==> src/rtl/data_sniffer_if.sv <==
// Byte-stream bus between a source/sink pair and the digit sniffer.
// The master side drives input bytes and observes the forwarded byte stream;
// the slave side (the sniffer) consumes bytes and strobes forwarded output.
interface data_sniffer_if;
    logic       enable;
    logic [7:0] data_in;
    logic [7:0] data_out;
    logic       write;

    modport master (
        output enable,
        output data_in,
        input  data_out,
        input  write
    );

    modport slave (
        input  enable,
        input  data_in,
        output data_out,
        output write
    );
endinterface

==> src/rtl/data_sniffer.sv <==
// Digit-run sniffer: scans an ASCII byte stream, buffers each run of decimal
// digits tentatively in a circular FIFO, and commits it (followed by SEP) only
// when the run is terminated with an acceptable length. Committed bytes are
// drained one per cycle through a registered output.
module data_sniffer #(
    parameter int         MIN_LEN = 3,
    parameter int         MAX_LEN = 16,
    parameter int         DEPTH   = 32,
    parameter logic [7:0] SEP     = 8'h20
) (
    input  logic          clk,
    input  logic          rst_n,
    data_sniffer_if.slave bus
);
    // Pointers carry one extra wrap bit so full and empty are distinguishable.
    localparam int AW  = $clog2(DEPTH);
    localparam int PW  = AW + 1;
    localparam int RLW = $clog2(MAX_LEN + 1);

    // Byte storage; left unreset so it maps onto block RAM.
    logic [7:0] mem [DEPTH];

    logic [PW-1:0]  rd_ptr_reg, rd_ptr_next;
    logic [PW-1:0]  wr_ptr_reg, wr_ptr_next;
    logic [PW-1:0]  tw_ptr_reg, tw_ptr_next;
    logic [RLW-1:0] run_len_reg, run_len_next;
    logic           drop_reg, drop_next;
    logic [7:0]     data_out_reg, data_out_next;
    logic           write_reg, write_next;

    logic           mem_we;
    logic [AW-1:0]  mem_waddr;
    logic [7:0]     mem_wdata;

    logic           is_digit;
    logic           fifo_full;

    assign is_digit  = (bus.data_in >= 8'h30) && (bus.data_in <= 8'h39);
    // Tentative data may never overwrite committed bytes that are still unread.
    assign fifo_full = ((tw_ptr_reg - rd_ptr_reg) == PW'(DEPTH));

    // Input side: extend, drop, commit or roll back the current digit run.
    always_comb begin
        wr_ptr_next  = wr_ptr_reg;
        tw_ptr_next  = tw_ptr_reg;
        run_len_next = run_len_reg;
        drop_next    = drop_reg;
        mem_we       = 1'b0;
        mem_waddr    = tw_ptr_reg[AW-1:0];
        mem_wdata    = bus.data_in;

        if (bus.enable) begin
            if (is_digit) begin
                if (!drop_reg && (run_len_reg < RLW'(MAX_LEN)) && !fifo_full) begin
                    mem_we       = 1'b1;
                    tw_ptr_next  = tw_ptr_reg + PW'(1);
                    run_len_next = run_len_reg + RLW'(1);
                end else begin
                    // Over-long run or no room: the whole run is abandoned.
                    drop_next = 1'b1;
                end
            end else begin
                if ((run_len_reg >= RLW'(MIN_LEN)) && !drop_reg && !fifo_full) begin
                    mem_we      = 1'b1;
                    mem_wdata   = SEP;
                    tw_ptr_next = tw_ptr_reg + PW'(1);
                    wr_ptr_next = tw_ptr_reg + PW'(1);
                end else begin
                    tw_ptr_next = wr_ptr_reg;
                end
                run_len_next = '0;
                drop_next    = 1'b0;
            end
        end
    end

    // Output side: drain one committed byte per cycle while any are pending.
    always_comb begin
        rd_ptr_next   = rd_ptr_reg;
        data_out_next = data_out_reg;
        write_next    = 1'b0;
        if (rd_ptr_reg != wr_ptr_reg) begin
            data_out_next = mem[rd_ptr_reg[AW-1:0]];
            write_next    = 1'b1;
            rd_ptr_next   = rd_ptr_reg + PW'(1);
        end
    end

    // FIFO storage write port.
    always_ff @(posedge clk) begin
        if (mem_we) begin
            mem[mem_waddr] <= mem_wdata;
        end
    end

    // State and output registers; reset discards everything buffered.
    always_ff @(posedge clk or negedge rst_n) begin
        if (!rst_n) begin
            rd_ptr_reg   <= '0;
            wr_ptr_reg   <= '0;
            tw_ptr_reg   <= '0;
            run_len_reg  <= '0;
            drop_reg     <= 1'b0;
            data_out_reg <= 8'h00;
            write_reg    <= 1'b0;
        end else begin
            rd_ptr_reg   <= rd_ptr_next;
            wr_ptr_reg   <= wr_ptr_next;
            tw_ptr_reg   <= tw_ptr_next;
            run_len_reg  <= run_len_next;
            drop_reg     <= drop_next;
            data_out_reg <= data_out_next;
            write_reg    <= write_next;
        end
    end

    assign bus.data_out = data_out_reg;
    assign bus.write    = write_reg;
endmodule

==> src/flat_wrapper.sv <==
// flat-port wrapper written by rule: the top's interface ports become plain ports
module data_sniffer_flat 
#(
    parameter int         MIN_LEN = 3,
    parameter int         MAX_LEN = 16,
    parameter int         DEPTH   = 32,
    parameter logic [7:0] SEP     = 8'h20
)
  (clk, rst_n, bus_enable, bus_data_in, bus_data_out, bus_write);
  data_sniffer_if bus_i ();
  input  logic clk;
  input  logic rst_n;
  input wire logic [$bits(bus_i.enable)-1:0] bus_enable;
  input wire logic [$bits(bus_i.data_in)-1:0] bus_data_in;
  output wire logic [$bits(bus_i.data_out)-1:0] bus_data_out;
  output wire logic [$bits(bus_i.write)-1:0] bus_write;
  assign bus_i.enable = bus_enable;
  assign bus_i.data_in = bus_data_in;
  assign bus_data_out = bus_i.data_out;
  assign bus_write = bus_i.write;
  data_sniffer #(.MIN_LEN(MIN_LEN), .MAX_LEN(MAX_LEN), .DEPTH(DEPTH), .SEP(SEP)) u_core (.clk(clk), .rst_n(rst_n), .bus(bus_i));
endmodule
==> config.mk <==
export PLATFORM = sky130hd
export DESIGN_NAME = data_sniffer_flat
export DESIGN_NICKNAME = d
export VERILOG_FILES = /design/src/rtl/data_sniffer_if.sv /design/src/rtl/data_sniffer.sv /design/src/flat_wrapper.sv
export SDC_FILE = /design/constraint.sdc
export NUM_CORES = 1
export LEC_CHECK = 0
export ABC_AREA = 1
export CAP_MARGIN = 10
export CORE_UTILIZATION = 54
export CTS_CLUSTER_SIZE = 12
export DETAILED_ROUTE_END_ITERATION = 8
export PLACE_DENSITY = 0.8
export SYNTH_ARGS = -nofsm -noshare
export SYNTH_HDL_FRONTEND = slang
export SYNTH_SLANG_ARGS = --single-unit
==> constraint.sdc <==
create_clock -name clk -period 3.6 [get_ports clk]
set_clock_uncertainty 0.1 [all_clocks]
set_input_delay 0.72 -clock clk [delete_from_list [all_inputs] [get_ports clk]]
set_output_delay 0.72 -clock clk [all_outputs]
set_load 0.03 [all_outputs]
; After elaboration in Yosys (flattened, before gate mapping)
; Memory sizes are Yosys's and may differ from the RTL's. A register that Yosys moved wholly into a read port is not among the register bits.
; Cells that the tools add are included.
[totals]
ff_bits = 25
latch_bits = 0
mem_bits_rw = 256
romBits = 0
in_bits = 11
out_inout_bits = 9
word_cells = 48
mem_count = 1
[op_classes]
add_sub_neg = 4
n_mul = 0
div = 0
magnitude_cmp = 4
n_eq_ne = 4
n_shift = 0
mux = 17
bitwise_logic = 1
reduce_logical = 11
[memory_table]
columns = name, words, width, read_ports, rd_clocked_by_memory_dff, wr, line_no
row1 = u_core.mem, 32, 8, 1, 1, 1, data_sniffer.sv:21  ; logic [7:0] mem [DEPTH];
[op_table]
columns = cell, count
row1 = $mux 8, 3
row2 = $mux 6, 3
row3 = $add 6x1->6 const B, 2
row4 = $mux 5, 2
row5 = $mux 1, 9
row6 = $ge 8x6->1 const B, 1
row7 = $le 8x6->1 const B, 1
row8 = $eq 6x6->1 const B, 1
row9 = $ne 6x6->1, 1
row10 = $reduce_and 2->1, 3
row11 = $sub 6x6->6, 1
row12 = $add 5x1->5 const B, 1
row13 = $ge 5x2->1 const B, 1
row14 = $logic_and 1x1->1, 5
row15 = $lt 5x5->1 const B, 1
row16 = $ne 2x2->1 const B, 2
row17 = $logic_not 1->1, 3
row18 = $not 1->1, 1

; Longest topological paths before layout
; Gate-level depths: netlist (run 1).
[depth]
ltp_word = 9
depth_mapped = 17
ltp_nobuf = 16

; Least setup slack after synthesis (run 1)
; No wires, ideal clock.
[synth_path]
path_type = reg-to-reg
startpoint = reg u_core.rd_ptr_reg[2]
endpoint = mem u_core.mem[0][4], data pin
setup_time_ns = 0.454
arrival_time_ns = 2.724
t_required_ns = 3.046
slack_ns = 0.321
path_stages_with_launch = 17
n_path_buf = 2
period_less_slack_ns = 3.279
path_cell_list = dfrtp_1 -> buf_2 -> inv_1 -> buf_1 -> ha_1 -> or2_1 -> nand3_2 -> nand2_1 -> nand2_1 -> nand2_1 -> inv_2 -> nand2_4 -> nand2_4 -> nand2_4 -> nand2_1 -> nand2_1 -> o21ai_0
[synth_between]
elab_chain_len = 7
[synth_lines]
columns = item, line_no
row1 = from (decl), data_sniffer.sv:23  ; logic [PW-1:0] rd_ptr_reg, rd_ptr_next;
row2 = from (signal assigned), data_sniffer.sv:107  ; rd_ptr_reg <= rd_ptr_next;
row3 = $sub 6x6->6, data_sniffer.sv:40  ; assign fifo_full = ((tw_ptr_reg - rd_ptr_reg) == PW'(DEPTH));
row4 = $eq 6x6->1, data_sniffer.sv:40
row5 = $logic_not 1->1, data_sniffer.sv:63  ; if ((run_len_reg >= RLW'(MIN_LEN)) && !drop_reg && !fifo_full) begin
row6 = $logic_and 1x1->1, data_sniffer.sv:63
row7 = $mux 8, data_sniffer.sv:63
row8 = $mux 8, data_sniffer.sv:53  ; if (is_digit) begin
row9 = $mux 8, data_sniffer.sv:52  ; if (bus.enable) begin
row10 = named net u_core.mem_wdata[4], data_sniffer.sv:33  ; logic [7:0] mem_wdata;
row11 = to (decl), data_sniffer.sv:21
; The timed path passes the listed nets, and every way through them passes these cells.

; Worst setup path in the final report (run 1)
[layout_path]
startpoint = reg u_core.tw_ptr_reg[0]
endpoint = mem u_core.mem[30][2], enable pin
[layout_between]
elab_chain_len = 9
elab_cells_between_ends = 11
cone_classes = 1 x add/sub / 1 x eq/ne / 6 x mux / 3 x reduce/logical
[layout_lines]
columns = item, line_no
row1 = from (decl), data_sniffer.sv:25  ; logic [PW-1:0] tw_ptr_reg, tw_ptr_next;
row2 = from (signal assigned), data_sniffer.sv:109  ; tw_ptr_reg <= tw_ptr_next;
row3 = $sub 6x6->6, data_sniffer.sv:40
row4 = $eq 6x6->1, data_sniffer.sv:40
row5 = $logic_not 1->1, "data_sniffer.sv:54, data_sniffer.sv:63"
row6 = "$logic_and 1x1->1, on equally long branches", "data_sniffer.sv:63, data_sniffer.sv:54"
row7 = "$mux 1, on equally long branches", "data_sniffer.sv:63, data_sniffer.sv:54"
row8 = $mux 1, data_sniffer.sv:53
row9 = $mux 1, data_sniffer.sv:52
row10 = $mux 1, data_sniffer.sv:91  ; if (mem_we) begin
row11 = $mux 1 (not written as such), data_sniffer.sv:92  ; mem[mem_waddr] <= mem_wdata;
; Parallel ways exist; a longest one is shown, timed or not.

==> results of run 1 <==
final cells by class:
cell class                      instances  area (µm²)
Multi-Input combinational cell        697        3540
Fill cell                            1707        8830
Inverter                               50         189
Clock buffer                           49         841
Sequential cell                       289        8520
Clock inverter                          4        46.3
Timing Repair Buffer                   44         385
Tap cell                              285         357
cell usage after synthesis:
master,number
sky130_fd_sc_hd__or2_1,3
sky130_fd_sc_hd__buf_6,1
sky130_fd_sc_hd__o221ai_1,4
sky130_fd_sc_hd__a21o_1,1
sky130_fd_sc_hd__o21ai_0,144
sky130_fd_sc_hd__xnor2_1,2
sky130_fd_sc_hd__clkbuf_1,34
sky130_fd_sc_hd__inv_1,47
sky130_fd_sc_hd__buf_4,2
sky130_fd_sc_hd__nor2_4,21
sky130_fd_sc_hd__nor4_1,1
sky130_fd_sc_hd__nor2_2,10
sky130_fd_sc_hd__nand2_4,4
sky130_fd_sc_hd__buf_2,20
sky130_fd_sc_hd__nand4_1,13
sky130_fd_sc_hd__nand3_1,55
sky130_fd_sc_hd__or2_2,1
sky130_fd_sc_hd__xor2_1,9
sky130_fd_sc_hd__nand2_2,1
sky130_fd_sc_hd__dfrtp_1,33
sky130_fd_sc_hd__o22ai_1,31
sky130_fd_sc_hd__nand3_2,2
sky130_fd_sc_hd__buf_12,2
sky130_fd_sc_hd__inv_2,3
sky130_fd_sc_hd__buf_1,6
sky130_fd_sc_hd__nor2_1,176
sky130_fd_sc_hd__o211ai_1,28
sky130_fd_sc_hd__ha_1,11
sky130_fd_sc_hd__nor3_1,6
sky130_fd_sc_hd__nand2_8,1
sky130_fd_sc_hd__a21oi_1,13
sky130_fd_sc_hd__edfxtp_1,256
sky130_fd_sc_hd__nand2_1,160
logic make-up (layout without fill, tap and decap cells):
family                     Yosys count  count (layout)  share of synthesized area, %
buffers and inverters              115             147                          4.02
adders and majority gates           11              11                          1.10
xor gates and xnor gates            11              11                         0.768
DFF                                289             289                          67.8
AOI/OAI and AO/OA                  221             221                          9.82
and+or+nand+nor                    454             454                          16.5
routing by layer:
layer  up-vias  part of all wire [%]
met3        89                   9.2
met2       514                    48
met1      4112                    39
met5         -                     0
met4         0                   4.4
li1       3909                     -
where the power goes:
group          switching (mW)  total (mW)  internal (mW)
Sequential             0.0860        3.87           3.78
Combinational            2.58        3.64           1.06
Clock                    1.18        2.83           1.65
Total                    3.85        10.3           6.49
per-stage QoR:
step           power [mW]  area [µm²]  cells  hold slack (ps)  util (%)
6_report             10.3       13900   1418              195      61.1
5_1_grt              10.8       13900   1418              258      61.1
4_1_cts              10.3       13900   1418              209      61.1
3_5_place_dp         7.49       13000   1365              374      57.2
3_3_place_gp         7.40       13000   1365              362      57.2
2_1_floorplan        6.34       12600   1101              324         -
worst register-to-register path, delay by kind of cell, from the launching register on:
family | cells | cell delay, ps
AND/OR/NAND/NOR | 11 | 1630
buffers and inverters | 4 | 520
flip-flops | 1 | 410
adder cells (fa/ha/maj) | 1 | 210
path summary, 6_finish.rpt:
kind,startpoint,cells past startpoint,slack (ps),end
worst max-delay path,u_core.tw_ptr_reg[0]$_DFFE_PN0P_,16,380,u_core.mem[30][2]$_DFFE_PP_
worst min-delay path,rst_n,1,200,u_core.drop_reg$_DFFE_PN0P_
worst max register to register,u_core.tw_ptr_reg[0]$_DFFE_PN0P_,16,380,u_core.mem[30][2]$_DFFE_PP_
worst min register to register,u_core.bus.data_out[5]$_DFFE_PN0P_,2,390,u_core.bus.data_out[5]$_DFFE_PN0P_
max in group asynchronous,rst_n,1,2550,u_core.rd_ptr_reg[0]$_DFFE_PN0P_
min in group clk,u_core.bus.data_out[5]$_DFFE_PN0P_,2,390,u_core.bus.data_out[5]$_DFFE_PN0P_
==> Implementation_results.wiki, run 1 <==
{| class="wikitable"
! Metric !! Value
|-
| IO buf count || 19
|-
| Last weighted congestion value of the routability-driven placer || 0.901
|-
| Maximum number of pins on one net before global-route repair || 97
|-
| Register area share after synthesis || 67.8%
|-
| H-tree depth || 1
|-
| Ant diodes || 0
|-
| GR Util met1 || 35.5%
|-
| CP max stage delay || 410 ps
|-
| Commonest cells after routing, fill and taps aside || 256 x sky130_fd_sc_hd__edfxtp_1, 174 x sky130_fd_sc_hd__nor2_1, 160 x sky130_fd_sc_hd__nand2_1, 143 x sky130_fd_sc_hd__o21ai_0, 55 x sky130_fd_sc_hd__nand3_1
|-
| Most prevalent standard cell on the critical path || sky130_fd_sc_hd__nand2_1
|-
| Number of setup violations in the final report || 0
|-
| Final antenna-violating net count || 0
|-
| Power density over cell area || 745 nW/µm²
|-
| Post-Syn Instances || 1101
|-
| Kind of cell adding the most delay to the critical path || simple AND/OR/NAND/NOR gates
|-
| Pins over their slew limit || 0
|-
| Initial antenna violation count || 0
|-
| Nature of the critical path endpoint || flop
|-
| Buffer depth of the longest clock path || 3
|-
| Leakage dissipation || 4.82 nW
|-
| VDD IR max || 480 µV
|-
| Total negative slack for setup checks || 0 ps
|-
| Slew Limit Headroom || 38.6%
|-
| Average cell area after synthesis || 11.4 µm²
|-
| Average detailed-routed wire length per instance || 21.5 µm
|-
| Number of vias per cell after detailed routing || 6.08
|-
| WS Path Type || reg2reg
|-
| Total length of routed wires || 30500 µm
|-
| Fraction of the cycle the final worst path needs || 89.4%
|-
| Wire length of the first global-routing pass || 47200 µm
|-
| Run status || finished, final reports clean
|-
| Worst Max-Slew Pin Slew || 920 ps
|-
| Smallest setup slack after layout || 383 ps
|-
| Clock insertion delay at the later pin of the skew report || 540 ps
|-
| Number of different library cells in the post-synthesis netlist || 33
|-
| Cell area after technology mapping || 12600 µm²
|-
| Cell with the largest stage delay on the worst path || sky130_fd_sc_hd__dfrtp_1
|-
| Maxcap violations || 0
|-
| Final hold viol count || 0
|-
| Critical-path cell list || inv_1, ha_1, inv_1, nand2_1, nand2_1, nand3_2, nand2_1, nand2_1, nand2_1, inv_2, nand2_4, nand3_2, nand2_4, nand2_8, buf_12, nor2_2
|-
| Total clock buffers created by CTS || 29
|-
| Initial core utilization || 55.3%
|-
| Net count after synthesis || 1123
|-
| Fraction of post-synthesis cell area in the top cell type by area || 61.2%
|-
| Synth Warn # || 0
|-
| Crit Path Max Fanout || 21
|-
| Count of buffer and inverter cells on the critical path || 4
|-
| Post-CTS setup-driven buffer insertion count || 0
|-
| Data required, critical path || 3700 ps
|-
| Number of global-route vias before repair || 8393
|-
| Core area || 22700 µm²
|-
| Clock Sinks || 289
|-
| Total of cells resized after clock tree synthesis || 0
|-
| Hold Crit Class || in2async
|-
| Die span in x || 154 µm
|-
| Share of post-route cells with drive strength above 1 || 9.62%
|-
| P&R area growth vs syn || 10.6%
|-
| Height of the die || 154 µm
|-
| Synth Register Bits || 289
|-
| Most common library cell in the layout ignoring fill and taps || sky130_fd_sc_hd__edfxtp_1
|-
| DRC viols || 0
|-
| Global routing usage on met2 || 42.9%
|-
| Minimum setup slack after placement || 337 ps
|-
| CTS root buffer || sky130_fd_sc_hd__clkbuf_16
|-
| Clock tree from TritonCTS || done
|-
| Dominant cell type by area after synthesis || sky130_fd_sc_hd__edfxtp_1
|-
| DRT Pass-1 Iters || 7
|-
| Via total after detailed routing || 8624
|-
| Number of nets in the layout || 1133
|-
| Busiest grt layer || met2
|-
| Unrepaired setup endpoints after global routing || no
|-
| GRT Overall Usage || 26.3%
|-
| Clock-pin slew on the worst setup and hold paths || 60 ps
|-
| Dominant cells by area after synthesis || sky130_fd_sc_hd__edfxtp_1 61%, sky130_fd_sc_hd__dfrtp_1 6.6%, sky130_fd_sc_hd__o21ai_0 5.7%, sky130_fd_sc_hd__nor2_1 5.3%, sky130_fd_sc_hd__nand2_1 4.8%
|-
| Startpoint type of the worst setup path || flop
|-
| Met3 Track Usage GR || 3.42%
|-
| Max Clock Freq || 311 MHz
|-
| Hold-fix buffer count after cts || 0
|-
| GRT Residual Overflow || 0
|-
| Total die area || 23900 µm²
|-
| HPWL reported at the end of detailed placement || 18500 µm
|-
| Site row count || 55
|-
| Max FFs per register || 256
|-
| Number of top-level pins || 20
|-
| Number of DRC violations after detailed-routing iteration 0 || 1216
|-
| Min Tclk post-route || 3220 ps
|-
| Data arrival time of the critical path || 3310 ps
|}
Power figures use the tool's default switching activity.
==> inputs of run 2 (changes only) <==
ABC_AREA = unset   (was 1)
GPL_TIMING_DRIVEN = 0   (was unset)
==> run 2 against run 1 <==
Effect of this change: fmax decreased by 9.0%; register-to-register slack got worse by 320 ps; die area decreased by 6.3%; area after synthesis decreased by 6.4%; critical endpoint is now u_core.mem[10][5]$_DFFE_PP_; largest cell class unchanged; largest power group unchanged.
==> Implementation_results.wiki, run 2 <==
{| class="wikitable"
! Metric !! Value
|-
| Run status || finished, final reports clean
|-
| Cell with the most instances after synthesis || sky130_fd_sc_hd__edfxtp_1
|-
| Storage cell area || 8510 µm²
|-
| Ant diodes || 0
|-
| GR Util met1 || 33.1%
|-
| Cell area after technology mapping || 11800 µm²
|-
| Busiest grt layer || met2
|-
| Slew Limit Headroom || 51.0%
|-
| DRC viols || 0
|-
| Commonest cells after routing, fill and taps aside || 256 x sky130_fd_sc_hd__edfxtp_1, 80 x sky130_fd_sc_hd__mux4_2, 33 x sky130_fd_sc_hd__nand2_1, 33 x sky130_fd_sc_hd__dfrtp_1, 29 x sky130_fd_sc_hd__clkbuf_16
|-
| GRT Residual Overflow || 0
|-
| Number of vias per cell after detailed routing || 6.39
|-
| Wire length of the first global-routing pass || 37900 µm
|-
| Final Non-Filler Cells || 958
|-
| Dominant cell type by area after synthesis || sky130_fd_sc_hd__edfxtp_1
|-
| Data required, critical path || 3810 ps
|-
| Cell count along the critical path || 13
|-
| Synth Register Bits || 289
|-
| Leakage dissipation || 4.38 nW
|-
| Number of DRC violations after detailed-routing iteration 0 || 776
|-
| Buffer depth of the longest clock path || 3
|-
| Count of buffer and inverter cells on the critical path || 5
|-
| CTS root buffer || sky130_fd_sc_hd__clkbuf_16
|-
| Height of the die || 150 µm
|-
| Fraction of post-synthesis cell area in the top cell type by area || 65.4%
|-
| Max FFs per register || 256
|-
| Final antenna-violating net count || 0
|-
| P&R area growth vs syn || 14.7%
|-
| Data arrival time of the critical path || 3740 ps
|-
| IO buf count || 19
|-
| Average cell area after synthesis || 19.1 µm²
|-
| Post-Syn Instances || 616
|-
| Share of synthesized registers carrying an async set or reset || 11.4%
|-
| Cell with the largest stage delay on the worst path || sky130_fd_sc_hd__or4b_4
|-
| Hold Crit Class || in2async
|-
| Fraction of the cycle the final worst path needs || 98.2%
|-
| Site row count || 53
|-
| Clock insertion delay at the later pin of the skew report || 550 ps
|-
| Register area share after synthesis || 72.4%
|-
| Hold-fix buffer count after cts || 0
|-
| Startpoint type of the worst setup path || flop
|-
| Clock-pin slew on the worst setup and hold paths || 60 ps
|-
| Number of filler instances in the final layout || 1327
|-
| Share of post-route cells with drive strength above 1 || 28.1%
|-
| Worst Max-Slew Pin Slew || 735 ps
|-
| Max Clock Freq || 283 MHz
|-
| Most prevalent standard cell on the critical path || sky130_fd_sc_hd__buf_6
|-
| HPWL reported at the end of detailed placement || 16200 µm
|-
| VDD IR max || 452 µV
|-
| Number of global-route vias before repair || 6174
|-
| Initial antenna violation count || 0
|-
| Last weighted congestion value of the routability-driven placer || 0.941
|-
| Final instance area || 13500 µm²
|-
| DRT Pass-1 Iters || 7
|-
| Ranking of synthesized cells by instance count || 256 x sky130_fd_sc_hd__edfxtp_1, 80 x sky130_fd_sc_hd__mux4_2, 53 x sky130_fd_sc_hd__nor2_1
|-
| Number of nets in the layout || 692
|-
| Total die area || 22400 µm²
|-
| Number of enable flip-flop cells after synthesis || 256
|-
| Core area || 21200 µm²
|-
| Power density over cell area || 688 nW/µm²
|-
| Kind of cell adding the most delay to the critical path || simple AND/OR/NAND/NOR gates
|-
| Total length of routed wires || 25600 µm
|-
| Synth Warn # || 0
|-
| Met3 Track Usage GR || 3.90%
|-
| Post-Place Cell Area || 12300 µm²
|-
| Die span in x || 150 µm
|-
| Most common library cell in the layout ignoring fill and taps || sky130_fd_sc_hd__edfxtp_1
|-
| Predominant post-synthesis flop cell || sky130_fd_sc_hd__edfxtp_1
|-
| Pins over their slew limit || 0
|-
| Post-Place Cells || 910
|-
| Area occupied by multi-input gates || 3400 µm²
|-
| Maxcap violations || 0
|-
| Total clock buffers created by CTS || 29
|-
| Dominant cells by area after synthesis || sky130_fd_sc_hd__edfxtp_1 65%, sky130_fd_sc_hd__mux4_2 15%, sky130_fd_sc_hd__dfrtp_1 7.0%, sky130_fd_sc_hd__nor2_1 1.7%, sky130_fd_sc_hd__ha_1 1.2%
|-
| H-tree depth || 1
|-
| Number of top-level pins || 20
|-
| Maximum number of pins on one net before global-route repair || 34
|-
| GRT Overall Usage || 23.6%
|-
| CP max stage delay || 530 ps
|-
| Net count after synthesis || 638
|-
| Min Tclk post-route || 3530 ps
|-
| Critical-path cell list || buf_6, buf_4, inv_1, ha_1, nand2b_4, a21oi_1, o311ai_1, or4b_4, buf_6, and3_2, nand2_8, nor2_4, buf_12
|-
| Crit Path Max Fanout || 10
|-
| Clock tree from TritonCTS || done
|-
| Nature of the critical path endpoint || flop
|-
| Via total after detailed routing || 6117
|-
| Number of different library cells in the post-synthesis netlist || 49
|-
| Number of setup violations in the final report || 0
|-
| Initial core utilization || 55.6%
|-
| Average detailed-routed wire length per instance || 26.7 µm
|-
| WS Path Type || reg2reg
|-
| Clock Sinks || 289
|-
| Global routing usage on met2 || 38.5%
|-
| Final hold viol count || 0
|-
| Cells on worst reg2reg path || 13
|}
==> run 2: cell count changes in the layout (fill, tap and decap cells not counted), moves of 21 or more <==
| cell | previous run | this run |
|---|---|---|
| sky130_fd_sc_hd__nor2_1 | 174 | 21 |
| sky130_fd_sc_hd__o21ai_0 | 143 | 2 |
| sky130_fd_sc_hd__nand2_1 | 160 | 33 |
| sky130_fd_sc_hd__mux4_2 | 0 | 80 |
| sky130_fd_sc_hd__nand3_1 | 55 | 11 |
| sky130_fd_sc_hd__inv_1 | 47 | 10 |
| sky130_fd_sc_hd__o22ai_1 | 31 | 0 |
| sky130_fd_sc_hd__o211ai_1 | 28 | 2 |
| sky130_fd_sc_hd__buf_4 | 24 | 3 |
==> run 2: stage by stage <==
| step | util (%) | power, mW | setup WS, ps | TNS (ps) | hold slack [ps] |
|---|---|---|---|---|---|
| global placement | 58.1 | 6.51 | -1190 | -461220 | 393 |
| CTS | 62.9 | 9.27 | -27.8 | -1210 | 154 |
| detailed placement | 58.1 | 6.59 | -1420 | -565510 | 408 |
| floorplan | - | 5.80 | 125 | 0 | 324 |
| finish | 63.7 | 9.28 | 66.1 | 0 | 137 |
| global route | 63.7 | 9.60 | -36.1 | -1440 | 195 |
==> run 2: metal layers <==
layer / part of all wire, % / vias to the layer above
met2: 49 / 320
met1: 39 / 3149
met4: 3.6 / 0
met3: 7.8 / 72
met5: 0 / -
li1: - / 2576
==> run 2: cell families (layout without fill, tap and decap cells) <==
logic type                 count (synthesis)  count (layout)  synth area share [%]
and+or+nand+nor                          132             135                  5.16
adders and majority gates                 11              11                  1.17
AOI/OAI and AO/OA                         39              39                  2.38
xor gates and xnor gates                  19              19                  1.42
muxes                                     88              88                  16.1
DFF                                      289             289                  72.4
buffers and inverters                     38             102                  1.37
==> run 2: power breakdown <==
group / switching, mW / total, mW / internal [mW]
sequential: 0.114 / 3.86 / 3.75
clock: 1.16 / 2.69 / 1.53
combinational: 1.43 / 2.73 / 1.30
==> run 2: layout make-up <==
type	instances	area share (%)
Inverter	12	0.362
Tap cell	275	2.55
Buffer	24	0.984
Timing Repair Buffer	22	1.63
Sequential cell	289	63.1
Multi-Input combinational cell	292	25.2
Clock inverter	7	0.483
Clock buffer	37	5.60
==> run 2: worst paths after layout <==
path	startpoint	to	slack (ps)
max in group asynchronous	rst_n	u_core.wr_ptr_reg[1]$_DFFE_PN0P_	2790
worst max register to register	u_core.rd_ptr_reg[1]$_DFFE_PN0P_	u_core.mem[10][5]$_DFFE_PP_	70
worst min register to register	u_core.run_len_reg[4]$_DFFE_PN0P_	u_core.run_len_reg[4]$_DFFE_PN0P_	420
worst min-delay path	rst_n	u_core.tw_ptr_reg[5]$_DFFE_PN0P_	140
worst max-delay path	u_core.rd_ptr_reg[1]$_DFFE_PN0P_	u_core.mem[10][5]$_DFFE_PP_	70
min in group clk	u_core.run_len_reg[4]$_DFFE_PN0P_	u_core.run_len_reg[4]$_DFFE_PN0P_	420
==> run 2: timing repair <==
item,4_1_cts,5_1_grt
endpoints found under the hold margin,0,0
setup buffers,2,1
setup endpoints to repair,529,385
resized for setup,65,32
pin swaps,2,2
cloned,2,1
